--- src/rtl/dc_arbiter.sv ---
// Round-robin arbiter sharing one L1 D$ request port between LSQ (r0) and a secondary client (r1).
// Grant registered one cycle after request; ack/data/fault returned combinationally; a watchdog ends hung cycles.
module dc_arbiter #(
  parameter int AW      = 32,
  parameter int DW      = 32,
  parameter int TIMEOUT = 256
) (
  input  logic          clk_in,
  input  logic          reset_in,

  input  logic          r0_req,
  input  logic          r0_rd,
  input  logic          r0_wr,
  input  logic [AW-1:0] r0_addr,
  input  logic [DW-1:0] r0_wr_data,
  input  logic [2:0]    r0_size,
  input  logic          r0_zero_ext,
  input  logic          r0_inv_flag,
  output logic          r0_ack,
  output logic [DW-1:0] r0_rd_data,
  output logic          r0_fault,

  input  logic          r1_req,
  input  logic          r1_rd,
  input  logic          r1_wr,
  input  logic [AW-1:0] r1_addr,
  input  logic [DW-1:0] r1_wr_data,
  input  logic [2:0]    r1_size,
  input  logic          r1_zero_ext,
  input  logic          r1_inv_flag,
  output logic          r1_ack,
  output logic [DW-1:0] r1_rd_data,
  output logic          r1_fault,

  output logic          dc_req,
  output logic          dc_rd,
  output logic          dc_wr,
  output logic [AW-1:0] dc_addr,
  output logic [DW-1:0] dc_wr_data,
  output logic [2:0]    dc_size,
  output logic          dc_zero_ext,
  output logic          dc_inv_flag,
  input  logic          dc_ack,
  input  logic [DW-1:0] dc_rd_data,
  input  logic          dc_fault,

  output logic [1:0]    owner_out,
  output logic          timeout_err
);

  typedef struct packed {
    logic          rd;
    logic          wr;
    logic [AW-1:0] addr;
    logic [DW-1:0] wr_data;
    logic [2:0]    size;
    logic          zero_ext;
    logic          inv_flag;
  } req_t;

  typedef enum logic {IDLE, BUSY} state_t;

  localparam logic [15:0] WD_LIMIT = 16'(TIMEOUT - 1);

  state_t      state, state_nxt;
  logic        owner;      // 0 = r0, 1 = r1
  logic        last;       // last requester served
  logic [15:0] wd_cnt;
  req_t        r0_dat, r1_dat, dc_dat;

  logic        grant_vld;
  logic        grant_sel;
  logic        done;
  logic        wd_expire;
  logic [DW-1:0] ret_data;
  logic        ret_fault;

  assign r0_dat = '{rd: r0_rd, wr: r0_wr, addr: r0_addr, wr_data: r0_wr_data,
                    size: r0_size, zero_ext: r0_zero_ext, inv_flag: r0_inv_flag};
  assign r1_dat = '{rd: r1_rd, wr: r1_wr, addr: r1_addr, wr_data: r1_wr_data,
                    size: r1_size, zero_ext: r1_zero_ext, inv_flag: r1_inv_flag};

  assign dc_rd       = dc_dat.rd;
  assign dc_wr       = dc_dat.wr;
  assign dc_addr     = dc_dat.addr;
  assign dc_wr_data  = dc_dat.wr_data;
  assign dc_size     = dc_dat.size;
  assign dc_zero_ext = dc_dat.zero_ext;
  assign dc_inv_flag = dc_dat.inv_flag;

  always_comb begin
    state_nxt   = state;
    grant_vld   = 1'b0;
    grant_sel   = 1'b0;
    done        = 1'b0;
    wd_expire   = 1'b0;
    ret_data    = '0;
    ret_fault   = 1'b0;
    r0_ack      = 1'b0;
    r1_ack      = 1'b0;
    r0_rd_data  = '0;
    r1_rd_data  = '0;
    r0_fault    = 1'b0;
    r1_fault    = 1'b0;
    timeout_err = 1'b0;
    owner_out   = 2'b00;

    case (state)
      IDLE: begin
        if (r0_req || r1_req) begin
          grant_vld = 1'b1;
          grant_sel = (r0_req && r1_req) ? ~last : r1_req;
          state_nxt = BUSY;
        end
      end
      BUSY: begin
        owner_out = owner ? 2'b10 : 2'b01;
        // A real ack always beats the watchdog in the same cycle.
        if (dc_ack) begin
          done      = 1'b1;
          ret_data  = dc_rd_data;
          ret_fault = dc_fault;
          state_nxt = IDLE;
        end else if (wd_cnt == WD_LIMIT) begin
          done      = 1'b1;
          wd_expire = 1'b1;
          ret_fault = 1'b1;
          state_nxt = IDLE;
        end
      end
      default: state_nxt = IDLE;
    endcase

    timeout_err = wd_expire;
    if (done) begin
      if (owner) begin
        r1_ack     = 1'b1;
        r1_rd_data = ret_data;
        r1_fault   = ret_fault;
      end else begin
        r0_ack     = 1'b1;
        r0_rd_data = ret_data;
        r0_fault   = ret_fault;
      end
    end
  end

  always_ff @(posedge clk_in or negedge reset_in) begin
    if (!reset_in) begin
      state  <= IDLE;
      owner  <= 1'b0;
      last   <= 1'b1;
      wd_cnt <= '0;
      dc_req <= 1'b0;
      dc_dat <= '0;
    end else begin
      state <= state_nxt;
      if (grant_vld) begin
        owner  <= grant_sel;
        dc_dat <= grant_sel ? r1_dat : r0_dat;
        dc_req <= 1'b1;
        wd_cnt <= '0;
      end else if (state == BUSY) begin
        if (done) begin
          dc_req <= 1'b0;
          last   <= owner;
          wd_cnt <= '0;
        end else begin
          wd_cnt <= wd_cnt + 16'd1;
        end
      end
    end
  end

endmodule

--- config.mk ---
export PLATFORM = sky130hd
export DESIGN_NAME = dc_arbiter
export DESIGN_NICKNAME = d
export VERILOG_FILES = /design/src/rtl/dc_arbiter.sv
export SDC_FILE = /design/constraint.sdc
export NUM_CORES = 1
export LEC_CHECK = 0
export BUFFER_PORTS_ARGS = -buffer_cell sky130_fd_sc_hd__buf_2
export CAP_MARGIN = 20
export CORE_AREA = 2 2 127 129
export DETAILED_ROUTE_END_ITERATION = 16
export DIE_AREA = 0 0 129 131
export GPL_ROUTABILITY_DRIVEN = 1
export PLACE_DENSITY = 0.66
export SLEW_MARGIN = 30
export SYNTH_ARGS = -nofsm -noshare
export SYNTH_HDL_FRONTEND = slang
export SYNTH_SLANG_ARGS = --single-unit
export TNS_END_PERCENT = 5
--- constraint.sdc ---
create_clock -name clk_in -period 2.15 [get_ports clk_in]
set_input_delay 0.215 -clock clk_in [delete_from_list [all_inputs] [get_ports clk_in]]
set_output_delay 0.215 -clock clk_in [all_outputs]
set_load 0.02 [all_outputs]
# Word-level counts from Yosys, hierarchy flattened
# Cells that the tools add are included.
# word_totals
reg_bits,91
input_bits,180
out_inout_bits,143
elab_cells,61
# op_classes
addsub,1
eq_ne,1
mux,38
bitwise,3
reduce_logical,6
# op_table
cell,count
$mux 32,6
$mux 71,1
$mux 16,3
$mux 1,25
$add 16x1->16 const B,1
$eq 16x8->1 const B,1
$mux 2,2
$reduce_bool 2->1,2
$not 1->1,3
$reduce_and 3->1,1
$pmux 1 s2,1
$reduce_and 2->1,1
$logic_and 1x1->1,1
$logic_or 1x1->1,1

# Depth between registers and ports, before layout
# Gate-level depths: netlist (run 1).
# depth
ltp_word,7
mapped_depth,7
ltp_nobuf,5

# Least setup slack after synthesis (run 1)
# No wires, ideal clock.
# synth_timing
kind,reg-to-output
from,register wd_cnt[8]
to,output port timeout_err
arrival_time_ns,2.188
required_ns,1.935
slack_ns,-0.253
stages_incl_launch_ff,6
path_buffers,2
cell_sequence,dfrtp_1 -> or4_1 -> or4_1 -> buf_2 -> buf_2 -> nor3_1
# synth_between
elab_chain_cells,4
# synth_lines
element,line,source
"start, declared",68,logic [15:0] wd_cnt;
"start signal, assigned",169,wd_cnt <= wd_cnt + 16'd1;
$eq 16x8->1,124,end else if (wd_cnt == WD_LIMIT) begin
$mux 1,124,
$mux 1,119,if (dc_ack) begin
$mux 1,108,case (state)
"end, declared",48,output logic timeout_err
# No other way between the ends.

# Worst setup path after layout (run 1)
# layout_timing
from,register wd_cnt[13]
to,output port r0_fault
# layout_between
elab_chain_cells,6
elab_cells_between_ends,8
classes_between,eq/ne: 1; mux: 7
# layout_lines
element,line,source
$eq 16x8->1 (*),124,
$mux 1 (*),124,
$mux 1,119,
$mux 1,108,
$mux 1,136,if (owner) begin
$mux 1 (*),135,if (done) begin
"end, declared",21,"output logic r0_fault,"
# Mark *: on every way between the ends. The rest lies on a longest branch, timed or not.

==> key figures, run 1 <==
Logic synthesis
  • Netlist area before placement: 0.004578 mm²
  • Leading post-synthesis cells by instance count: 90 x sky130_fd_sc_hd__dfrtp_1, 88 x sky130_fd_sc_hd__nand2_1, 77 x sky130_fd_sc_hd__o21ai_0, 71 x sky130_fd_sc_hd__o22ai_1, 41 x sky130_fd_sc_hd__clkbuf_1
  • Synth top area share: 0.4919
  • Synth warn: 0
  • Post-synth top flop: sky130_fd_sc_hd__dfrtp_1
  • Flip-flop and latch count after synthesis: 91
  • Cell count after synthesis: ~530
  • Post-synthesis async set-or-reset flop share: 1.000
  • Synthesized area per cell: 8.720 µm²
  • Count of flip-flops with a built-in enable after synthesis: 0
  • Library cell with the largest summed area after synthesis: sky130_fd_sc_hd__dfrtp_1
  • Net count of the mapped netlist: 706
  • Leading post-synthesis cells by cell area: sky130_fd_sc_hd__dfrtp_1 49%, sky130_fd_sc_hd__o22ai_1 9.7%, sky130_fd_sc_hd__o21ai_0 8.4%, sky130_fd_sc_hd__nand2_1 7.2%, sky130_fd_sc_hd__and3_1 4.9%
  • Synth unique cells: 37
  • Most common cell in the synthesized netlist: sky130_fd_sc_hd__dfrtp_1
  • Register area share after synthesis: 0.4977

Clocking
  • TritonCTS Sinks: 91
  • Clock Latency Late Sink: 350 ps
  • Clock buffer count from CTS: 9
  • CTS tree: done
  • Buffer levels on the longest clock path: 2
  • CTS H-tree depth: 3
  • Clock root buffer master: sky130_fd_sc_hd__clkbuf_16
  • Reg clk slew, reported paths: around 70 ps
  • Post-CTS setup buffer count: 0

GRT
  • Vias in the first global route: 4,450
  • First-pass GRT wire length: 23.45 mm
  • Pin count of the biggest net entering global routing: slightly above 70
  • Initial antenna violation count: 1
  • GR Overflow Total: 0
  • Combined global-route utilization of all metal layers: 0.1811

Timing
  • Worst path setup slack after routing: -262.4 ps
  • Unrepaired setup endpoints after global routing: yes
  • Max_slew headroom: 0.5698
  • Number of setup violations in the final report: 5
  • Minimum period implied by the final worst setup slack: 2412 ps
  • Hold violation total from the final report: 0
  • Highest clock frequency the design can meet: 414.5 MHz
  • Clock skew: 10.18 ps
  • Transition time of the tightest slew-check pin: 642.9 ps
  • Share of the clock period used by the worst path: 1.122
  • Max-slew violation count: 0

Pwr
  • IR drop worst, VDD: 0.0004946 V
  • Leakage Power: 3.686 nW
  • Areal power density over the cells: roughly 1100 mW/mm²

Flow run
  • Number of maximum-capacitance violations: 0

Setup path
  • Critical path's slowest cell: sky130_fd_sc_hd__o41a_1
  • Worst stage delay on the critical path: between 500 and 600 ps
  • Data arrival, critical path: 2200 ps
  • Critical path startpoint category: flip-flop
  • Worst Setup SP: wd_cnt[13]
  • Maximum net fanout on the critical path: 8
  • Cells traversed along the worst timing path: or4_4 -> o41a_1 -> nor3_1 -> buf_2
  • Start-to-end type of the worst setup path: reg -> out
  • CP Capture Type: output pin
  • Flop2flop setup slack: 130 ps
  • R2R Path Start: wd_cnt[13]
  • Req. time, crit path: 1930 ps

Route
  • Post-DR vias/cell: 4.856
  • DRT Wirelength: ~16 mm
  • Vias: approximately 5,000
  • DRC violations left: 0
  • Average routed wire per standard cell: ~16 µm
  • Starting DRC count in detailed routing: 188
  • Detailed-routing iteration count for the pre-antenna-repair pass: 5
  • Number of nets still failing antenna checks after routing: 0

Floorplan
  • Top-level I/O count: 323
  • Standard cell core area: 0.01560 mm²
  • Die outline area: 0.01690 mm²
  • Die extent in y: 131 µm
  • Starting Density: 0.2935
  • Chip Width: 129 µm
  • Placement Rows: 46

Finish
  • Share of post-route cells with drive strength above 1: 0.4405
  • Filler instances: 1,565
  • Fin nets: 1,016
  • Area overhead of the layout relative to synthesis: 50.86%
  • Layout Cells excl Fill: 1,057

Outcome
  • Failing checks: setup timing
  • Run status: finished, violations left

Min path
  • Start point of the worst min-delay path: r0_size[0]
  • Min-delay worst type: in -> reg

Place
  • Detailed-placement wirelength estimate: 12.67 mm
  • Port Buffer Count: 322
  • Cells after DPL: ~1,000
  • Global placer's final weighted congestion: about 0.78
  • Worst setup slack before clock tree synthesis: 26.07 ps
## path summary, 6_finish.rpt
path / cells after the start / endpoint
max: 4 / r0_fault
max in group asynchronous: 3 / dc_addr[11]
max reg2reg: 5 / wd_cnt[8]
min reg2reg: 2 / dc_addr[17]
min: 3 / dc_size[0]
min in group asynchronous: 2 / dc_wr_data[14]
## routing by layer
metal / track usage / up-vias / routed length [µm]
met3: 0.04031 / 18 / 1140
met4: 0.07097 / 0 / 284
li1: - / 2537 / -
met1: 0.2164 / 2356 / 6625
met2: 0.3187 / 222 / 8408
met5: 0 / - / 0
## state kept, by name, indices dropped and copies added, names as in the netlist
name,cells
dc_size,3
owner,1
dc_wr,1
state,1
dc_wr_data,32
last,1
dc_zero_ext,1
wd_cnt,16
dc_req,1
dc_rd,1
dc_addr,32
dc_inv_flag,1
## through the flow
stage	hold WS (ps)	TNS, ps	utilization	area (µm²)	power [mW]
after global routing	151.3	-1462	0.4428	6907	8.065
final	149.0	-1083	0.4428	6907	7.558
after CTS	138.6	-1062	0.4421	6895	7.653
after detailed placement	195.4	0	0.4199	6550	5.949
after floorplan	-80.59	-9.698	-	4594	4.543
after global placement	189.8	0	0.4199	6550	5.898
## power by group
group / leakage [nW] / switching [mW] / total (mW) / internal, mW
logic: 2.40 / 2.14 / 3.27 / 1.12
clock network: 0.147 / 0.712 / 1.66 / 0.945
registers: 1.14 / 0.327 / 2.63 / 2.31
## area by class of cell
cell class | instances | area [µm²] | area share
sequential | 91 | 2280 | 0.3301
multi-input combinational | 382 | 2141 | 0.3100
timing repair buffer | 345 | 1878 | 0.2719
tap | 216 | 270.3 | 0.03913
clock buffer | 10 | 239.0 | 0.03460
clock inverter | 6 | 73.82 | 0.01069
inverter | 6 | 22.52 | 0.003261
antenna | 1 | 2.502 | 0.0003623
## what timing repair did
| action | 4_1_cts | 5_1_grt |
|---|---|---|
| resized for setup | 7 | 3 |
| endpoints found under the hold margin | 29 | 0 |
| endpoints found under the setup margin | 5 | 21 |
| hold buffers | 1 | 0 |
| pin swaps | 3 | 3 |
## kinds of logic after synthesis
kind of cell	count (synthesis)	synth area share
buffers and inverters	52	0.04482
AO/OA/AOI/OAI	179	0.2301
adder cells (fa/ha/maj)	1	0.002733
AND/OR/NAND/NOR	200	0.2208
XOR/XNOR	2	0.003827
flip-flops	91	0.4977
## critical path: cells and delay by family, from the launching register on
kind | cells | cell delay [ps]
AOI/OAI and AO/OA | 1 | 580
buffers and inverters | 1 | 190
DFF | 1 | 380
and+or+nand+nor | 2 | 700
## cell usage in the layout (no fill, tap or decap), drive strengths merged, types with 3 or more instances in the layout
cell | Yosys | layout
clkbuf | 41 | 10
and4 | 4 | 4
nand4 | 6 | 6
or4 | 3 | 3
nor2 | 10 | 10
a31oi | 14 | 14
nand3 | 8 | 8
dfrtp | 90 | 90
or3 | 3 | 3
o21ai | 78 | 78
and3 | 36 | 36
nor3 | 5 | 5
inv | 6 | 7
o22ai | 71 | 71
nand2 | 88 | 88
buf | 5 | 344
o211ai | 4 | 4
and2 | 33 | 33
No activity file was read; power rests on OpenSTA's default activity.
==> run 2, diff against run 1 <==
BUFFER_PORTS_ARGS = -buffer_cell sky130_fd_sc_hd__buf_4   (was -buffer_cell sky130_fd_sc_hd__buf_2)
==> run 2 against run 1 <==
Against the previous run:
- the flow still finishes with violations (setup timing)
- highest routed layer unchanged
- routed wire length up 3.3%
- first-iteration DRC count up 68%
- critical endpoint unchanged
- global-route usage grew 1.1 points
- sequential share of layout area is 3.6 points lower
- sequential power about the same
==> key figures, run 2 (synthesized netlist as in run 1, its figures left out) <==
Clocking
  • Clock buffer count from CTS: 9 (unchanged)
  • CTS H-tree depth: 3 (unchanged)
  • CTS tree: done
  • Clock root buffer master: sky130_fd_sc_hd__clkbuf_16
  • Clock Latency Late Sink: 350 ps (about the same)
  • TritonCTS Sinks: 91 (unchanged)
  • Buffer levels on the longest clock path: 2 (unchanged)
  • Reg clk slew, reported paths: 70 ps (about the same)

Finish
  • Top library cells by usage in the layout, fill and taps aside: 337 x sky130_fd_sc_hd__buf_4, 89 x sky130_fd_sc_hd__dfrtp_1, 87 x sky130_fd_sc_hd__nand2_1
  • Design Area, Final: 0.007751 mm² (+12%)
  • Antenna Diode Count: 0 (-1)
  • Fin nets: 1,020 (+0.39%)
  • Share of post-route cells with drive strength above 1: 0.4455 (+0.005021)
  • Area overhead of the layout relative to synthesis: 69.31%
  • Fraction of the core area covered by cells at the end of the flow: 0.4970 (+0.05415)
  • Commonest non-fill, non-tap cell in the layout: sky130_fd_sc_hd__buf_4

Timing
  • Minimum period implied by the final worst setup slack: 2331 ps (-81.43 ps)
  • Share of the clock period used by the worst path: 1.084 (-0.03787)
  • Hold_ws: 150.9 ps (+1.885 ps)
  • Highest clock frequency the design can meet: 429.0 MHz (+3.5%)
  • Max_slew headroom: 0.4530 (-0.1168)
  • Unrepaired setup endpoints after global routing: yes
  • Worst path setup slack after routing: -181.0 ps (+81.43 ps)
  • Number of setup violations in the final report: 5 (unchanged)
  • Max-slew violation count: 0 (unchanged)
  • Clock skew: 8.813 ps (-1.362 ps)
  • Transition time of the tightest slew-check pin: 817.4 ps (+174.5 ps)
  • Hold violation total from the final report: 0 (unchanged)

Setup path
  • Start-to-end type of the worst setup path: reg -> out
  • Maximum net fanout on the critical path: 6 (-2)
  • Data arrival, critical path: 2120 ps (-80 ps)
  • Critical path startpoint category: flip-flop
  • Worst Setup SP: wd_cnt[9]
  • CP Capture Type: output pin
  • R2R Path Start: wd_cnt[9]
  • Req. time, crit path: 1930 ps (about the same)

GRT
  • GR Overflow Total: 0 (unchanged)
  • Combined global-route utilization of all metal layers: 0.1924 (+0.01131)
  • First-pass GRT wire length: 25.04 mm (+6.8%)
  • Initial antenna violation count: 0 (-1)
  • Pin count of the biggest net entering global routing: 72 (unchanged)
  • Vias in the first global route: 4,733 (+6.4%)

Floorplan
  • Die outline area: 0.01690 mm² (unchanged)
  • Die extent in y: 131 µm (unchanged)
  • Top-level I/O count: 323 (unchanged)
  • Starting Density: 0.2935 (unchanged)
  • Chip Width: 129 µm (unchanged)
  • Standard cell core area: 0.01560 mm² (unchanged)
  • Placement Rows: 46 (unchanged)

Place
  • DP Area: 0.007373 mm² (+13%)
  • Worst setup slack before clock tree synthesis: 5.696 ps (-20.37 ps)
  • Detailed-placement wirelength estimate: 13.08 mm (+3.2%)
  • Port Buffer Count: 322 (unchanged)
  • Global placer's final weighted congestion: 0.7864 (+0.55%)

Pwr
  • Switching fraction of total power: 0.3975 (-0.02341)
  • Clock group share of total power: 0.197 (-0.022)
  • Areal power density over the cells: 1033 mW/mm² (-5.6%)
  • Combinational share of power: 0.472 (+0.040)
  • Power dissipated by switching net loads: 3.182 mW (about the same)
  • Leakage Power: 3.908 nW (+6.0%)
  • Total chip power: 8.006 mW (+5.9%)
  • IR drop worst, VDD: 0.0004639 V (-6.2%)
  • Internal Power: 4.824 mW (+10%)
  • Share of total power in sequential cells: 0.331 (-0.018)

Route
  • DRT Wirelength: 17.00 mm (+3.3%)
  • Average routed wire per standard cell: 16.03 µm (+3.0%)
  • Vias: 5,110 (-0.45%)
  • Starting DRC count in detailed routing: 316 (+68%)
  • Post-DR vias/cell: 4.821 (-0.73%)
  • DRC violations left: 0 (unchanged)
  • Number of nets still failing antenna checks after routing: 0 (unchanged)
  • Detailed-routing iteration count for the pre-antenna-repair pass: 4 (-1)

Outcome
  • Failing checks: setup timing
  • Run status: finished, violations left

Min path
  • Min-delay worst type: in -> reg
  • Start point of the worst min-delay path: r0_wr_data[1]

Flow run
  • Number of maximum-capacitance violations: 0 (unchanged)
==> run 2: changes by cell type in the layout (fill, tap and decap cells not counted), sizes merged <==
| cell | delta |
|---|---|
| buf | +4 |
| diode | -1 |
| clkinvlp | -1 |
| clkinv | +1 |
==> run 2: cell type report <==
cell class / instances / area [µm²]
clock buffers: 10 / 229.0
clock inverters: 6 / 65.06
fillers: 1504 / 7846
inverters: 6 / 22.52
multi-input cells: 382 / 2160
flip-flops and latches: 91 / 2280
well taps: 216 / 270.3
repair buffers: 349 / 2725
==> run 2: timing repair <==
item	in CTS	in global routing
endpoints found under the setup margin	8	22
endpoints found under the hold margin	32	0
hold buffers	1	0
pin swaps	4	1
resized for setup	5	7
buffers inserted	3	0
==> run 2: worst paths after layout <==
path                            endpoint  slack (ps)  depth (start not counted)
min in group asynchronous     dc_addr[0]         370                          2
setup reg to reg               wd_cnt[1]          50                          5
hold / removal             dc_wr_data[1]         150                          3
setup / recovery                r0_fault        -180                          4
max in group asynchronous    dc_addr[23]        1090                          3
hold reg to reg              dc_addr[29]         480                          2
==> run 2: per-stage QoR <==
step | setup TNS (ps) | instances
after floorplan | -9.698 | 525
after global placement | 0 | 1040
after detailed placement | 0 | 1040
after CTS | -747.0 | 1060
after global routing | -1113 | 1060
final | -705.0 | 1060
==> run 2: worst max-delay path: stages, from the launching register on <==
cell	delay [ps]
sky130_fd_sc_hd__dfrtp_1	370
sky130_fd_sc_hd__or4_4	540
sky130_fd_sc_hd__o41a_1	510
sky130_fd_sc_hd__nor3_1	180
sky130_fd_sc_hd__buf_4	170
==> run 2: power groups by stage <==
stage / sequential, mW / clock [mW] / combinational, mW
5_1_grt: 2.74 / 1.71 / 4.10
4_1_cts: 2.66 / 1.64 / 3.84
3_5_place_dp: 2.67 / 0 / 3.83
3_3_place_gp: 2.65 / 0 / 3.81
6_report: 2.65 / 1.57 / 3.78
2_1_floorplan: 3.34 / 0 / 1.20
==> run 2: routing by layer <==
layer / share of wire / track usage / up-vias / wire length [µm]
met5: 0 / 0 / - / 0
met1: 0.38 / 0.2181 / 2318 / 6470
met4: 0.018 / 0.07097 / 0 / 312
li1: - / - / 2541 / -
met3: 0.090 / 0.06189 / 20 / 1526
met2: 0.51 / 0.3405 / 231 / 8688
